### src/rtl/uart_cmd_wrapper_if.sv
// Bus between the host command link endpoint and the flight command processor.
// Carries the serial pair plus the parallel command/response handshake.
interface uart_cmd_wrapper_if;
  logic        RX;
  logic        TX;
  logic [7:0]  cmd;
  logic [15:0] data;
  logic        cmd_rdy;
  logic        clr_cmd_rdy;
  logic [7:0]  resp;
  logic        send_resp;
  logic        resp_sent;

  modport master (
    output RX, clr_cmd_rdy, resp, send_resp,
    input  TX, cmd, data, cmd_rdy, resp_sent
  );

  modport slave (
    input  RX, clr_cmd_rdy, resp, send_resp,
    output TX, cmd, data, cmd_rdy, resp_sent
  );
endinterface

### src/rtl/uart_cmd_wrapper.sv
// Host command link endpoint: 8N1 receiver, 3-byte frame assembler, 8N1 response transmitter.
// Optional macro FRAME_TIMEOUT_EN discards partial frames after a 20-bit-period idle gap.
module uart_cmd_wrapper #(
  parameter int BAUD_DIV = 2604
) (
  input  logic              clk,
  input  logic              rst,
  uart_cmd_wrapper_if.slave bus
);
  localparam int CNT_W = $clog2(BAUD_DIV);
  localparam logic [CNT_W-1:0] CNT_ONE   = CNT_W'(1);
  localparam logic [CNT_W-1:0] BIT_LAST  = CNT_W'(BAUD_DIV - 1);
  localparam logic [CNT_W-1:0] HALF_LAST = CNT_W'(BAUD_DIV / 2 - 1);

  typedef enum logic [1:0] {RX_IDLE, RX_START, RX_DATA, RX_STOP} rx_state_t;
  typedef enum logic [1:0] {WAIT_CMD, WAIT_HI, WAIT_LO} frm_state_t;
  typedef enum logic {TX_IDLE, TX_SHIFT} tx_state_t;

  logic rx_s1, rx_s2, rx_d;

  rx_state_t        rx_state, rx_state_nxt;
  logic [CNT_W-1:0] rx_cnt, rx_cnt_nxt;
  logic [2:0]       rx_bit, rx_bit_nxt;
  logic [7:0]       rx_shift, rx_shift_nxt;
  logic             start_ok, byte_done, byte_good;

  frm_state_t frm_state, frm_nxt;
  logic       sh_cmd_en, sh_hi_en, frame_done, gap_expired;
  logic [7:0] sh_cmd, sh_hi;
  logic [7:0]  cmd_reg;
  logic [15:0] data_reg;
  logic        rdy_reg;

  tx_state_t        tx_state, tx_nxt;
  logic [CNT_W-1:0] tx_cnt, tx_cnt_nxt;
  logic [3:0]       tx_bit, tx_bit_nxt;
  logic [8:0]       tx_shift, tx_shift_nxt;
  logic             tx_line, tx_line_nxt, sent_reg, sent_nxt;

  assign bus.cmd       = cmd_reg;
  assign bus.data      = data_reg;
  assign bus.cmd_rdy   = rdy_reg;
  assign bus.TX        = tx_line;
  assign bus.resp_sent = sent_reg;

  // rx_d trails rx_s2 so a start is only taken on a genuine high-to-low transition
  always_ff @(posedge clk) begin
    if (rst) begin
      rx_s1 <= 1'b1;
      rx_s2 <= 1'b1;
      rx_d  <= 1'b1;
    end else begin
      rx_s1 <= bus.RX;
      rx_s2 <= rx_s1;
      rx_d  <= rx_s2;
    end
  end

  always_comb begin
    rx_state_nxt = rx_state;
    rx_cnt_nxt   = rx_cnt + CNT_ONE;
    rx_bit_nxt   = rx_bit;
    rx_shift_nxt = rx_shift;
    start_ok     = 1'b0;
    byte_done    = 1'b0;
    byte_good    = 1'b0;
    case (rx_state)
      RX_IDLE: begin
        rx_cnt_nxt = '0;
        if (rx_d && !rx_s2) rx_state_nxt = RX_START;
      end
      RX_START: begin
        if (rx_cnt == HALF_LAST) begin
          rx_cnt_nxt = '0;
          rx_bit_nxt = '0;
          if (rx_s2) begin
            rx_state_nxt = RX_IDLE;
          end else begin
            rx_state_nxt = RX_DATA;
            start_ok     = 1'b1;
          end
        end
      end
      RX_DATA: begin
        if (rx_cnt == BIT_LAST) begin
          rx_cnt_nxt   = '0;
          rx_shift_nxt = {rx_s2, rx_shift[7:1]};
          if (rx_bit == 3'd7) rx_state_nxt = RX_STOP;
          else                rx_bit_nxt   = rx_bit + 3'd1;
        end
      end
      RX_STOP: begin
        if (rx_cnt == BIT_LAST) begin
          rx_cnt_nxt   = '0;
          rx_state_nxt = RX_IDLE;
          byte_done    = 1'b1;
          byte_good    = rx_s2;
        end
      end
    endcase
  end

  always_ff @(posedge clk) begin
    if (rst) begin
      rx_state <= RX_IDLE;
      rx_cnt   <= '0;
      rx_bit   <= '0;
    end else begin
      rx_state <= rx_state_nxt;
      rx_cnt   <= rx_cnt_nxt;
      rx_bit   <= rx_bit_nxt;
    end
  end

  always_ff @(posedge clk) begin
    rx_shift <= rx_shift_nxt;
    if (sh_cmd_en) sh_cmd <= rx_shift;
    if (sh_hi_en)  sh_hi  <= rx_shift;
  end

`ifdef FRAME_TIMEOUT_EN
  localparam int GAP_MAX = 20 * BAUD_DIV;
  localparam int GAP_W   = $clog2(GAP_MAX + 1);
  logic [GAP_W-1:0] gap_cnt;

  // Idle time only accrues while a frame is partially assembled and the line is quiet
  always_ff @(posedge clk) begin
    if (rst || frm_state == WAIT_CMD || rx_state != RX_IDLE) gap_cnt <= '0;
    else if (!gap_expired)                                    gap_cnt <= gap_cnt + GAP_W'(1);
  end

  assign gap_expired = (gap_cnt == GAP_W'(GAP_MAX));
`else
  assign gap_expired = 1'b0;
`endif

  always_comb begin
    frm_nxt    = frm_state;
    sh_cmd_en  = 1'b0;
    sh_hi_en   = 1'b0;
    frame_done = 1'b0;
    if (byte_done && !byte_good) begin
      frm_nxt = WAIT_CMD;
    end else if (byte_done) begin
      case (frm_state)
        WAIT_CMD: begin
          sh_cmd_en = 1'b1;
          frm_nxt   = WAIT_HI;
        end
        WAIT_HI: begin
          sh_hi_en = 1'b1;
          frm_nxt  = WAIT_LO;
        end
        default: begin
          frame_done = 1'b1;
          frm_nxt    = WAIT_CMD;
        end
      endcase
    end else if (gap_expired) begin
      frm_nxt = WAIT_CMD;
    end
  end

  // A newly completed frame takes priority over a simultaneous clear
  always_ff @(posedge clk) begin
    if (rst) begin
      frm_state <= WAIT_CMD;
      cmd_reg   <= '0;
      data_reg  <= '0;
      rdy_reg   <= 1'b0;
    end else begin
      frm_state <= frm_nxt;
      if (frame_done) begin
        cmd_reg  <= sh_cmd;
        data_reg <= {sh_hi, rx_shift};
        rdy_reg  <= 1'b1;
      end else if (bus.clr_cmd_rdy || (start_ok && frm_state == WAIT_CMD)) begin
        rdy_reg  <= 1'b0;
      end
    end
  end

  // tx_shift holds the bits still to go after the one currently on the line
  always_comb begin
    tx_nxt       = tx_state;
    tx_cnt_nxt   = tx_cnt;
    tx_bit_nxt   = tx_bit;
    tx_shift_nxt = tx_shift;
    tx_line_nxt  = tx_line;
    sent_nxt     = 1'b0;
    case (tx_state)
      TX_IDLE: begin
        tx_line_nxt = 1'b1;
        if (bus.send_resp) begin
          tx_nxt       = TX_SHIFT;
          tx_shift_nxt = {1'b1, bus.resp};
          tx_line_nxt  = 1'b0;
          tx_cnt_nxt   = '0;
          tx_bit_nxt   = '0;
        end
      end
      default: begin
        tx_cnt_nxt = tx_cnt + CNT_ONE;
        if (tx_cnt == BIT_LAST) begin
          tx_cnt_nxt = '0;
          if (tx_bit == 4'd9) begin
            tx_nxt      = TX_IDLE;
            tx_line_nxt = 1'b1;
            sent_nxt    = 1'b1;
          end else begin
            tx_bit_nxt   = tx_bit + 4'd1;
            tx_line_nxt  = tx_shift[0];
            tx_shift_nxt = {1'b1, tx_shift[8:1]};
          end
        end
      end
    endcase
  end

  always_ff @(posedge clk) begin
    if (rst) begin
      tx_state <= TX_IDLE;
      tx_cnt   <= '0;
      tx_bit   <= '0;
      tx_line  <= 1'b1;
      sent_reg <= 1'b0;
    end else begin
      tx_state <= tx_nxt;
      tx_cnt   <= tx_cnt_nxt;
      tx_bit   <= tx_bit_nxt;
      tx_line  <= tx_line_nxt;
      sent_reg <= sent_nxt;
    end
  end

  always_ff @(posedge clk) begin
    tx_shift <= tx_shift_nxt;
  end
endmodule

### src/flat_wrapper.sv
// flat-port wrapper written by rule: the top's interface ports become plain ports
module uart_cmd_wrapper_flat 
#(
  parameter int BAUD_DIV = 2604
)
  (clk, rst, bus_RX, bus_clr_cmd_rdy, bus_resp, bus_send_resp, bus_TX, bus_cmd, bus_data, bus_cmd_rdy, bus_resp_sent);
  uart_cmd_wrapper_if bus_i ();
  input  logic clk;
  input  logic rst;
  input wire logic [$bits(bus_i.RX)-1:0] bus_RX;
  input wire logic [$bits(bus_i.clr_cmd_rdy)-1:0] bus_clr_cmd_rdy;
  input wire logic [$bits(bus_i.resp)-1:0] bus_resp;
  input wire logic [$bits(bus_i.send_resp)-1:0] bus_send_resp;
  output wire logic [$bits(bus_i.TX)-1:0] bus_TX;
  output wire logic [$bits(bus_i.cmd)-1:0] bus_cmd;
  output wire logic [$bits(bus_i.data)-1:0] bus_data;
  output wire logic [$bits(bus_i.cmd_rdy)-1:0] bus_cmd_rdy;
  output wire logic [$bits(bus_i.resp_sent)-1:0] bus_resp_sent;
  assign bus_i.RX = bus_RX;
  assign bus_i.clr_cmd_rdy = bus_clr_cmd_rdy;
  assign bus_i.resp = bus_resp;
  assign bus_i.send_resp = bus_send_resp;
  assign bus_TX = bus_i.TX;
  assign bus_cmd = bus_i.cmd;
  assign bus_data = bus_i.data;
  assign bus_cmd_rdy = bus_i.cmd_rdy;
  assign bus_resp_sent = bus_i.resp_sent;
  uart_cmd_wrapper #(.BAUD_DIV(BAUD_DIV)) u_core (.clk(clk), .rst(rst), .bus(bus_i));
endmodule
### config.mk
export PLATFORM = sky130hd
export DESIGN_NAME = uart_cmd_wrapper_flat
export DESIGN_NICKNAME = d
export VERILOG_FILES = /design/src/rtl/uart_cmd_wrapper_if.sv /design/src/rtl/uart_cmd_wrapper.sv /design/src/flat_wrapper.sv
export SDC_FILE = /design/constraint.sdc
export NUM_CORES = 1
export LEC_CHECK = 0
export ABC_AREA = 0
export BUFFER_PORTS_ARGS = -buffer_cell sky130_fd_sc_hd__buf_2
export CAP_MARGIN = 5
export CORE_UTILIZATION = 45
export CTS_BUF_LIST = sky130_fd_sc_hd__clkbuf_4
export DETAILED_ROUTE_END_ITERATION = 6
export PLACE_DENSITY = 0.72
export SYNTH_ARGS = -nofsm -noshare
export SYNTH_HDL_FRONTEND = slang
export SYNTH_SLANG_ARGS = --single-unit
### constraint.sdc
create_clock -name clk -period 5.8 [get_ports clk]
set_input_delay 0.58 -clock clk [delete_from_list [all_inputs] [get_ports clk]]
set_output_delay 0.58 -clock clk [all_outputs]
set_load 0.03 [all_outputs]
* Word level (Yosys, flattened, before mapping) *
Index checks and enable logic that the tools add are counted.

word-level totals
  register bits = 99
  bits of input ports = 13
  output and inout bits = 27

operators by class
  equal/unequal tests = 17
  add/subtract/negate cells = 4
  bitwise gates (word level) = 2
  reductions and logical operators = 19
  muxes and demuxes = 53

operator list
  kind                                                    number
  two-way mux 12 bit                                      5
  two-way mux 9 bit                                       4
  one-hot mux 12 bit (3 select lines)                     1
  two-way mux 1 bit                                       27
  adder 12 x 1 -> 12 bit (second input constant)          2
  equality test 12 bit (second input constant)            2
  two-way mux 4 bit                                       4
  equality test 12 x 11 -> 1 bit (second input constant)  1
  two-way mux 2 bit                                       6
  != test 2 x 1 -> 1 bit (second input constant)          5
  two-way mux 3 bit                                       3
  one-hot mux 2 bit (4 select lines)                      1
  != test 2 bit (second input constant)                   3
  one-hot mux 3 bit (2 select lines)                      1
  nonzero test 2 bit                                      3
  OR reduction 2 bit                                      3
  AND reduction 5 bit                                     1
  adder 4 x 1 -> 4 bit (second input constant)            1
  equality test 2 x 1 -> 1 bit (second input constant)    2
  equality test 2 bit (second input constant)             2
  equality test 4 bit (second input constant)             1
  zero test 2 bit                                         2
  one-hot mux 2 bit (2 select lines)                      1
  AND reduction 4 bit                                     1
  9 further kinds                                         13

* Longest topological paths before layout *
Gate-level depths: netlist (run 1).

  depth after elaboration = 7
  gate-level depth with buffers = 8
  depth with buffers taken out = 6

* Worst setup path after synthesis (run 1) *
No wires, ideal clock.

  path type = reg-to-reg
  from = reg u_core.rx_cnt[0]
  to = reg u_core.sh_hi[0], enable pin
  stages on the path, launching flop included = 8
  data required time = 5415 ps
  clock period less this slack = 2456 ps
  library setup time = 385 ps
  setup slack = 3344 ps
  data arrival time = 2070 ps
  cell sequence = dfxtp_1 -> ha_1 -> and4bb_2 -> clkbuf_2 -> and4_1 -> buf_4 -> nand3_1 -> nor3b_1

between the ends
  cells in the longest elaborated chain, start to end = 6
  elaborated cells between the ends (all ways) = 9

RTL lines
  item                       RTL line                 source
  start, declared            uart_cmd_wrapper.sv:22   logic [CNT_W-1:0] rx_cnt, rx_cnt_nxt;
  start signal, assigned     uart_cmd_wrapper.sv:110  rx_cnt <= rx_cnt_nxt;
  equality test 12 bit (*)   uart_cmd_wrapper.sv:93   if (rx_cnt == BIT_LAST) begin
  two-way mux 1 bit          uart_cmd_wrapper.sv:93
  two-way mux 1 bit          uart_cmd_wrapper.sv:67   case (rx_state)
  zero test 1 bit            uart_cmd_wrapper.sv:142  if (byte_done && !byte_good) begin
  logical AND 1 bit          uart_cmd_wrapper.sv:142
  two-way mux 1 bit (*)      uart_cmd_wrapper.sv:142
  named net u_core.sh_hi_en  uart_cmd_wrapper.sv:28   logic sh_cmd_en, sh_hi_en, frame_done, gap_expired;
  end signal, assigned       uart_cmd_wrapper.sv:118  if (sh_hi_en) sh_hi <= rx_shift;
  end, declared              uart_cmd_wrapper.sv:29   logic [7:0] sh_cmd, sh_hi;

Mark *: on every way through the listed nets, which the timed path passes. The rest lies on a longest branch.
A chain may end at the register's enable or synchronous reset.

* Worst setup path in the final report (run 1) *
Ends and elaborated chain as after synthesis.

==> results of run 1 <==
## worst reg2reg max path, stage by stage, from the launching register on
cell and delay (ns):
dfxtp_1 0.43, ha_1 0.26, and4bb_2 0.36, and4_1 0.82
nand3_1 0.20, nor3b_1 0.91
## cell usage after synthesis (9+ instances only)
master,count
dfxtp_1,66
a21oi_1,37
nand4_1,33
edfxtp_1,32
nor2_1,29
o31ai_1,25
clkbuf_1,21
nand3_1,16
nand2_1,12
a31oi_1,9
inv_1,9
mux2_2,9
## metrics by stage
step	power, mW	setup slack [ns]	instances
4_1_cts	1.14	2.50	545
6_report	1.13	2.48	545
3_3_place_gp	0.776	2.65	529
3_5_place_dp	0.778	2.52	529
5_1_grt	1.17	2.18	545
2_1_floorplan	0.766	3.34	410
## logic make-up (layout without fill, tap and decap cells)
group	after synthesis	in the layout
fa+ha+maj	7	7
xor+xnor	10	10
mux	14	14
compound gates	94	94
flops	98	98
simple gates	145	145
buf+inv	42	66
## layout make-up
type                       instances  area (µm²)
clock buffer                       9        67.6
clock inverter                     7        76.3
fill                             839        4590
inverter                           9        33.8
multi-input combinational        270        1790
sequential                        98        2280
tap                              111         139
timing repair buffer              41         210
## worst min-delay path by stage
stage                  from            to  slack, ns  cells after the start
2_1_floorplan  u_core.rx_s1  u_core.rx_s2       0.39                      1
3_3_place_gp   u_core.rx_s1  u_core.rx_s2       0.39                      1
3_5_place_dp   u_core.rx_s1  u_core.rx_s2       0.40                      1
4_1_cts              bus_RX  u_core.rx_s1       0.29                      2
5_1_grt              bus_RX  u_core.rx_s1       0.28                      2
6_report             bus_RX  u_core.rx_s1       0.31                      2
## where the power goes
group | internal (mW) | switching (mW) | total (mW) | leakage (nW)
Combinational | 0.0168 | 0.0230 | 0.0398 | 0.657
Sequential | 0.715 | 0.00890 | 0.723 | 0.824
Clock | 0.105 | 0.261 | 0.366 | 0.0796
## metal layers
metal | vias to the layer above | GRT usage [%]
met1 | 1585 | 24.5
met2 | 62 | 29.5
li1 | 1588 | -
met5 | - | 0
met3 | 13 | 4.22
met4 | 0 | 5.88
==> results.toml, run 1 <==
[timing]
skew_ns = 0.0285
max-slew-margin-rel_pct = 27.6
rsz0062_at_grt = "false"
fmax_mhz = 301
setup_tns_ns = 0
finalCriticalPeriod_ns = 3.32
maxSlewViolCount = 0
timing.final.crit_share_pct = 57.3
max_slew.worst_pin.slew_ns = 1.08
hold_viol_final = 0
setup_viol = 0
timing.hold.ws_ns = 0.307

[die]
io_pins = 40
die_x_um = 99.2
start_util_pct = 46.3
die_height_um = 99.2
die-area_mm2 = 0.00985
core-area_mm2 = 0.00920
rows = 35

[clock_tree]
cts_resized = 0
htree_levels = 3
clockRootBuffer = "clkbuf_4"
cts_setup_buffers = 0
clkLatencyLatePin_ns = 0.47
cts_made_buffers = 9
clockBufferDepth = 2
cts_sinks = 98
cts.clk_slew.worst_paths_ns = 0.16
cts_tree = "done"
hold_buffers = 0

[pwr]
ir_drop_uv = 159
p_leak_nw = 1.56
power.density_mw_per_mm2 = 245

[global_routing]
gr-usage-all-layers_pct = 18.3
grt_pass1_wl_mm = 14.5
overflow = 0
grt_max_degree = 55
first_global_vias = 3062
grt_antenna_before_repair = 0

[cells_and_area]
largest_reg_flops = 16
final_common_cell = "dfxtp_1"
area_growth_pct = 8.17
num_antenna_cells = 0
final_cell_mix = "66 x dfxtp_1, 39 x buf_2, 37 x a21oi_1"
utilization_pct = 50.1
finalInstanceArea_mm2 = 0.00460
drive_above_1_share_pct = 17.7
fin_nets = 449

[critical_path]
cp-endpoint = "u_core.sh_hi[0]"
slowest_delay_ns = 0.91
worst_ep_arrival_time_ns = 3.41
crit_start = "u_core.rx_cnt[0]"
startpoint_type = "register"
path_delay_family = "simple AND/OR/NAND/NOR gates"
crit_path_cell_trace = "ha_1 > and4bb_2 > and4_1 > nand3_1 > nor3b_1"
slowest_stage = "nor3b_1"
r2r_slack_ns = 2.48
cp-end-kind = "register"
reg2reg_to = "u_core.sh_hi[0]"
path_class = "reg2reg"
r2r-start = "u_core.rx_cnt[0]"
required_ns = 5.89
cp.depth = 5
critPathBufInv = 0
path_max_fanout = 28
reg2reg_depth = 5

[yosys]
synth_top_family_by_area = "simple AND/OR/NAND/NOR gates"
async_reset_ff_share_pct = 0
synth-compound-area-share_pct = 14.2
synth-simple-area-share_pct = 20.3
synth_xor_area_share_pct = 2.06
syn_area_per_cell_um2 = 10.4
seq_area_frac_synth_pct = 53.6
ys.flop_type = "dfxtp_1"
synth_edf_count = 32
yosysWarnings = 0
synth_area_mm2 = 0.00426
synthAdderAreaFrac_pct = 2.06
synth_top_cell_by_area = "dfxtp_1"
synthMuxAreaShare_pct = 3.56
synthTopCellsByArea = "dfxtp_1 31%, edfxtp_1 23%, nand4_1 4.9%"
synth_top_area_share_pct = 31.0
synth_fp_nets = 430
syn_inst = 410
ys_ff_latch = 98
synth.distinct_cells = 56

[detailed_routing]
dr_wl_met2_mm = 4.05
avgViaCountPerCell = 5.96
totalWireLength_mm = 8.50
ant_nets = 0
vias = 3248
wl_per_cell_um = 15.6
drc = 0
wl_met1_mm = 4.00
firstDrtPassIters = 4
drt_iter0_drc = 229
dr.max_layer_used = "met4"
dr_wl_met3_um = 330

[placed_design]
numPortBuffers = 39
postPlaceCellArea_mm2 = 0.00446
dpl.hpwl_mm = 5.66
gp_congestion = 0.798

[run]
max-cap-violations = 0

[worst_hold_path]
min_path_type = "in2reg"

[run_status]
status = "finished, final reports clean"
(Power assumes the default switching activity.)
==> run 2: changes to the inputs <==
--- a/config.mk
+++ b/config.mk
@@ -5,13 +5,13 @@
 export SDC_FILE = /design/constraint.sdc
 export NUM_CORES = 1
 export LEC_CHECK = 0
-export ABC_AREA = 0
+export ABC_AREA = 1
 export BUFFER_PORTS_ARGS = -buffer_cell sky130_fd_sc_hd__buf_2
 export CAP_MARGIN = 5
 export CORE_UTILIZATION = 45
 export CTS_BUF_LIST = sky130_fd_sc_hd__clkbuf_4
 export DETAILED_ROUTE_END_ITERATION = 6
-export PLACE_DENSITY = 0.72
+export PLACE_DENSITY = 0.75
 export SYNTH_ARGS = -nofsm -noshare
 export SYNTH_HDL_FRONTEND = slang
 export SYNTH_SLANG_ARGS = --single-unit
==> constraint.sdc (replaced) <==
create_clock -name clk -period 2.8 [get_ports clk]
set_input_delay 0.28 -clock clk [delete_from_list [all_inputs] [get_ports clk]]
set_output_delay 0.28 -clock clk [all_outputs]
set_load 0.03 [all_outputs]
==> run 2 against run 1 <==
  * Cell area increased by 2.1%
  * Die area down 0.26%
  * Synthesized cell count up 30%
  * Non-clock buffer count up 3
  * Maximum frequency is 55% higher
  * Utilization grew 1.1 points
  * Synthesized area decreased by 0.26%
  * Register-to-register slack worse by 1.8 ns
  * Clock skew fell by 0.0098 ns
  * Combinational power increased to 4.0 times the previous value
  * Sequential cell count unchanged
==> results.toml, run 2 <==
[detailed_routing]
avgViaCountPerCell = 4.79
totalWireLength_mm = 7.69
drc = 0
drt_iter0_drc = 201
firstDrtPassIters = 4
ant_nets = 0
wl_per_cell_um = 11.2
vias = 3292

[cells_and_area]
num_antenna_cells = 0
largest_reg_flops = 16
fin_nets = 591
final_cell_mix = "122 x nand2_1, 89 x inv_1, 67 x nor2_1"
final_common_cell = "nand2_1"
utilization_pct = 51.1
drive_above_1_share_pct = 13.0
area_growth_pct = 10.8

[die]
core-area_mm2 = 0.00920
io_pins = 40
die_height_um = 99.1
rows = 35
die-area_mm2 = 0.00982
die_x_um = 99.1
start_util_pct = 46.1

[clock_tree]
clockRootBuffer = "clkbuf_4"
htree_levels = 3
clockBufferDepth = 2
cts_setup_buffers = 0
hold_buffers = 0
cts_tree = "done"
cts_sinks = 98
cts_resized = 0
cts.clk_slew.worst_paths_ns = 0.15
clkLatencyLatePin_ns = 0.44
cts_made_buffers = 9

[yosys]
synth_top_cell_by_area = "dfxtp_1"
async_reset_ff_share_pct = 0
ys_ff_latch = 98
syn_inst = 531
seq_area_frac_synth_pct = 53.8
syn_area_per_cell_um2 = 7.99
synth_area_mm2 = 0.00424
yosysWarnings = 0
synth_fp_nets = 551
synth_edf_count = 32
synthTopCellsByArea = "dfxtp_1 31%, edfxtp_1 23%, nand2_1 11%"
synth_top_area_share_pct = 31.1
synthTopCellsByCount = "122 x nand2_1, 89 x inv_1, 67 x nor2_1, 66 x dfxtp_1"
yosysMostFrequentCell = "nand2_1"
synth.distinct_cells = 31
ys.flop_type = "dfxtp_1"

[timing]
setup_viol = 0
max_slew.worst_pin.slew_ns = 0.693
timing.final.crit_share_pct = 76.8
max-slew-margin-rel_pct = 53.6
maxSlewViolCount = 0
fmax_mhz = 465
finalCriticalPeriod_ns = 2.15
setup_tns_ns = 0
timing.hold.ws_ns = 0.0198
rsz0062_at_grt = "false"
fin_ws_ns = 0.650
hold_viol_final = 0
skew_ns = 0.0187

[critical_path]
cp-end-kind = "register"
worst_ep_arrival_time_ns = 2.53
r2r-start = "u_core.rx_cnt[0]"
path_max_fanout = 35
crit_start = "u_core.rx_cnt[0]"
required_ns = 3.18
path_class = "reg2reg"
startpoint_type = "register"
reg2reg_depth = 8

[pwr]
power_mw = 2.52
ir_drop_uv = 234
p_leak_nw = 1.95
power.density_mw_per_mm2 = 537

[placed_design]
numPortBuffers = 39
dpl.hpwl_mm = 5.35
gp_congestion = 0.863
place_ws_ns = 0.647

[global_routing]
first_global_vias = 3044
grt_antenna_before_repair = 0
busiest_layer = "met2"
grtUsageMet2_pct = 28.6
use_met3_pct = 2.32
grt_pass1_wl_mm = 12.9
gr-usage-all-layers_pct = 16.2
grt_max_degree = 38
grt_util_met1_pct = 20.0
overflow = 0

[run_status]
status = "finished, final reports clean"

[run]
max-cap-violations = 0

[worst_hold_path]
worstHoldStart = "bus_RX"
min_path_type = "in2reg"
worstHoldPathCells = 2
[run 2: kinds of logic (layout without fill, tap and decap cells)]
kind of cell	Yosys count	count (layout)	share of synthesized area, %
AO/OA/AOI/OAI	63	63	7.69
buffers and inverters	107	152	9.99
XOR/XNOR	9	9	1.86
adder cells (fa/ha/maj)	7	7	2.06
AND/OR/NAND/NOR	247	247	24.6
flip-flops	98	98	53.8
[run 2: path summary, 6_finish.rpt]
| path | endpoint | slack [ns] |
|---|---|---|
| worst min-delay path | u_core.rx_s1 | 0.02 |
| worst max register to register | u_core.bus.data[12] | 0.65 |
| worst max-delay path | u_core.bus.data[12] | 0.65 |
| worst min register to register | u_core.rx_s2 | 0.43 |
[run 2: critical path, stage by stage (launching register included)]
cell and delay, ns:
dfxtp_1 0.40, ha_1 0.24, nand3_1 0.11, nor3_2 0.23, nand3_2 0.50, buf_4 0.42, nand2_2 0.07, inv_1 0.03
nor2_1 0.09
[run 2: report_power, final]
group          total [mW]  internal, mW  switching [mW]
clock               0.854         0.369           0.485
sequential           1.51          1.49          0.0197
combinational       0.158        0.0547           0.104
[run 2: layer usage]
| layer | share of wire [%] | vias up | wire length [µm] |
|---|---|---|---|
| li1 | - | 1741 | - |
| met1 | 47 | 1484 | 3620 |
| met2 | 49 | 55 | 3730 |
| met3 | 2.9 | 12 | 220 |
| met4 | 1.5 | 0 | 114 |
| met5 | 0 | - | 0 |
[run 2: layout make-up]
class,count,area [µm²]
inverter,92,345
clock inverter,7,97.6
tap,111,139
multi-input combinational,326,1540
sequential,98,2280
timing repair buffer,44,233
fill,865,4490
clock buffer,9,67.6
[run 2: through the flow]
step | area (µm²) | instances
2_1_floorplan | 4240 | 531
3_3_place_gp | 4540 | 671
3_5_place_dp | 4540 | 671
4_1_cts | 4700 | 687
5_1_grt | 4700 | 687
6_report | 4700 | 687
==> run 3: changes to the inputs <==
--- a/config.mk
+++ b/config.mk
@@ -5,13 +5,13 @@
 export SDC_FILE = /design/constraint.sdc
 export NUM_CORES = 1
 export LEC_CHECK = 0
-export ABC_AREA = 1
+export ABC_AREA = 0
 export BUFFER_PORTS_ARGS = -buffer_cell sky130_fd_sc_hd__buf_2
 export CAP_MARGIN = 5
 export CORE_UTILIZATION = 45
 export CTS_BUF_LIST = sky130_fd_sc_hd__clkbuf_4
 export DETAILED_ROUTE_END_ITERATION = 6
-export PLACE_DENSITY = 0.75
+export PLACE_DENSITY = 0.72
 export SYNTH_ARGS = -nofsm -noshare
 export SYNTH_HDL_FRONTEND = slang
 export SYNTH_SLANG_ARGS = --single-unit
==> constraint.sdc (replaced) <==
create_clock -name clk -period 2.07 [get_ports clk]
set_input_delay 0.207 -clock clk [delete_from_list [all_inputs] [get_ports clk]]
set_output_delay 0.207 -clock clk [all_outputs]
set_load 0.03 [all_outputs]
==> run 3 against run 2 <==
  * Register-to-register slack lost 0.52 ns
  * Combinational power shrank 14%
  * Clock power grew 13%
  * Cell count shrank 17%
  * Sequential power grew 34%
  * Cell area grew 3.0%
==> results.toml, run 3 (synthesis results as in run 1) <==
[run_status]
status = "finished, final reports clean"

[timing]
timing.final.crit_share_pct = 93.8
maxSlewViolCount = 0
max-slew-margin-rel_pct = 46.1
max_slew.worst_pin.slew_ns = 0.808
setup_viol = 0
setup_tns_ns = 0
skew_ns = 0.0177
hold_viol_final = 0
finalCriticalPeriod_ns = 1.94
fmax_mhz = 515
timing.hold.ws_ns = 0.0291

[global_routing]
gr-usage-all-layers_pct = 18.8
overflow = 0
first_global_vias = 2978
grt_antenna_before_repair = 0
grt_pass1_wl_mm = 14.7
grt_max_degree = 29

[die]
start_util_pct = 46.3
rows = 35
io_pins = 40
core-area_mm2 = 0.00920
die-area_mm2 = 0.00985
die_x_um = 99.2
die_height_um = 99.2

[cells_and_area]
utilization_pct = 52.7
final_common_cell = "dfxtp_1"
largest_reg_flops = 16
fin_nets = 475
nFillCells = 819
area_growth_pct = 13.8
final_cell_mix = "65 x dfxtp_1, 39 x buf_2, 37 x a21oi_1"
num_antenna_cells = 0
instances_no_fill = 571
multi_input_area_mm2 = 0.00183
final-seq-area_mm2 = 0.00228
drive_above_1_share_pct = 23.3

[run]
max-cap-violations = 0

[critical_path]
path_class = "reg2reg"
startpoint_type = "register"
required_ns = 2.18
cp-end-kind = "register"
path_max_fanout = 8
worst_ep_arrival_time_ns = 2.06

[placed_design]
numPortBuffers = 39
gp_congestion = 0.818
place_inst = 552
dpl.hpwl_mm = 6.02

[worst_hold_path]
min_path_type = "in2reg"

[pwr]
power.density_mw_per_mm2 = 644
power_mw = 3.12
seq_power_share_pct = 64.7
combPwrFrac_pct = 4.4
p_leak_nw = 1.68
p_clk_share_pct = 30.9
p_switching_uw = 786
switching_share_pct = 25.2
p_int_mw = 2.33
ir_drop_uv = 467

[clock_tree]
cts_tree = "done"
htree_levels = 3
cts.clk_slew.worst_paths_ns = 0.17
clkLatencyLatePin_ns = 0.45
clockBufferDepth = 2
cts_sinks = 98
cts_made_buffers = 9
clockRootBuffer = "clkbuf_4"

[detailed_routing]
wl_per_cell_um = 15.5
totalWireLength_mm = 8.83
firstDrtPassIters = 5
drt_iter0_drc = 280
vias = 3334
ant_nets = 0
drc = 0
avgViaCountPerCell = 5.84
run 3: changes by cell type in the layout (fill, tap and decap cells not counted), sizes merged, moves of 16 or more:
cell   previous run  this run
buf              44        65
o31ai             0        25
a21oi            21        37
nand4             8        34
inv              94        13
nand2           128        12
o21ai            37         7
nor2             68        29
run 3: critical path, cell delays in order, from the launching register on:
cell and delay (ns):
dfxtp_1 0.40, ha_2 0.22, and4bb_2 0.24, and4_1 0.28, nand3_4 0.12, nor3_4 0.36
run 3: timing repair:
action,4_1_cts,5_1_grt
resized for setup,0,1
endpoints found under the hold margin,2,0
hold buffers,2,0
setup endpoints to repair,0,9
buffers inserted,0,1
run 3: through the flow:
stage	setup WS [ns]	instance area, µm²
after floorplan	0.0162	4300
after global placement	0.115	4670
after detailed placement	0.0695	4670
after CTS	0.0463	4820
after global routing	-0.0270	4840
final	0.128	4840
run 3: power by group through the flow:
stage / sequential, mW / combinational (mW) / clock (mW)
finish: 2.02 / 0.136 / 0.965
global route: 2.02 / 0.150 / 1.07
CTS: 2.02 / 0.137 / 0.986
detailed placement: 2.06 / 0.134 / 0
global placement: 2.06 / 0.129 / 0
floorplan: 2.06 / 0.0900 / 0
run 3: layout make-up:
| type | count | share of cell area [%] |
|---|---|---|
| clock inverter | 7 | 1.27 |
| clock buffer | 9 | 1.40 |
| timing repair buffer | 67 | 8.73 |
| tap | 111 | 2.87 |
| sequential | 98 | 47.2 |
| inverter | 9 | 0.698 |
| multi-input combinational | 270 | 37.9 |
run 3: layer usage:
metal,up-vias,GRT usage [%],share of wire (%)
li1,1642,-,-
met1,1598,26.7,47
met2,83,28.2,47
met3,11,3.65,4.6
met4,0,7.69,1.5
met5,-,0,0
run 3: final timing paths:
path / from / end / slack (ns) / depth (start not counted)
max: u_core.rx_cnt[1] / u_core.sh_cmd[2] / 0.13 / 5
min: bus_clr_cmd_rdy / u_core.bus.cmd_rdy / 0.03 / 4
max reg2reg: u_core.rx_cnt[1] / u_core.sh_cmd[2] / 0.13 / 5
min reg2reg: u_core.rx_s1 / u_core.rx_s2 / 0.45 / 1
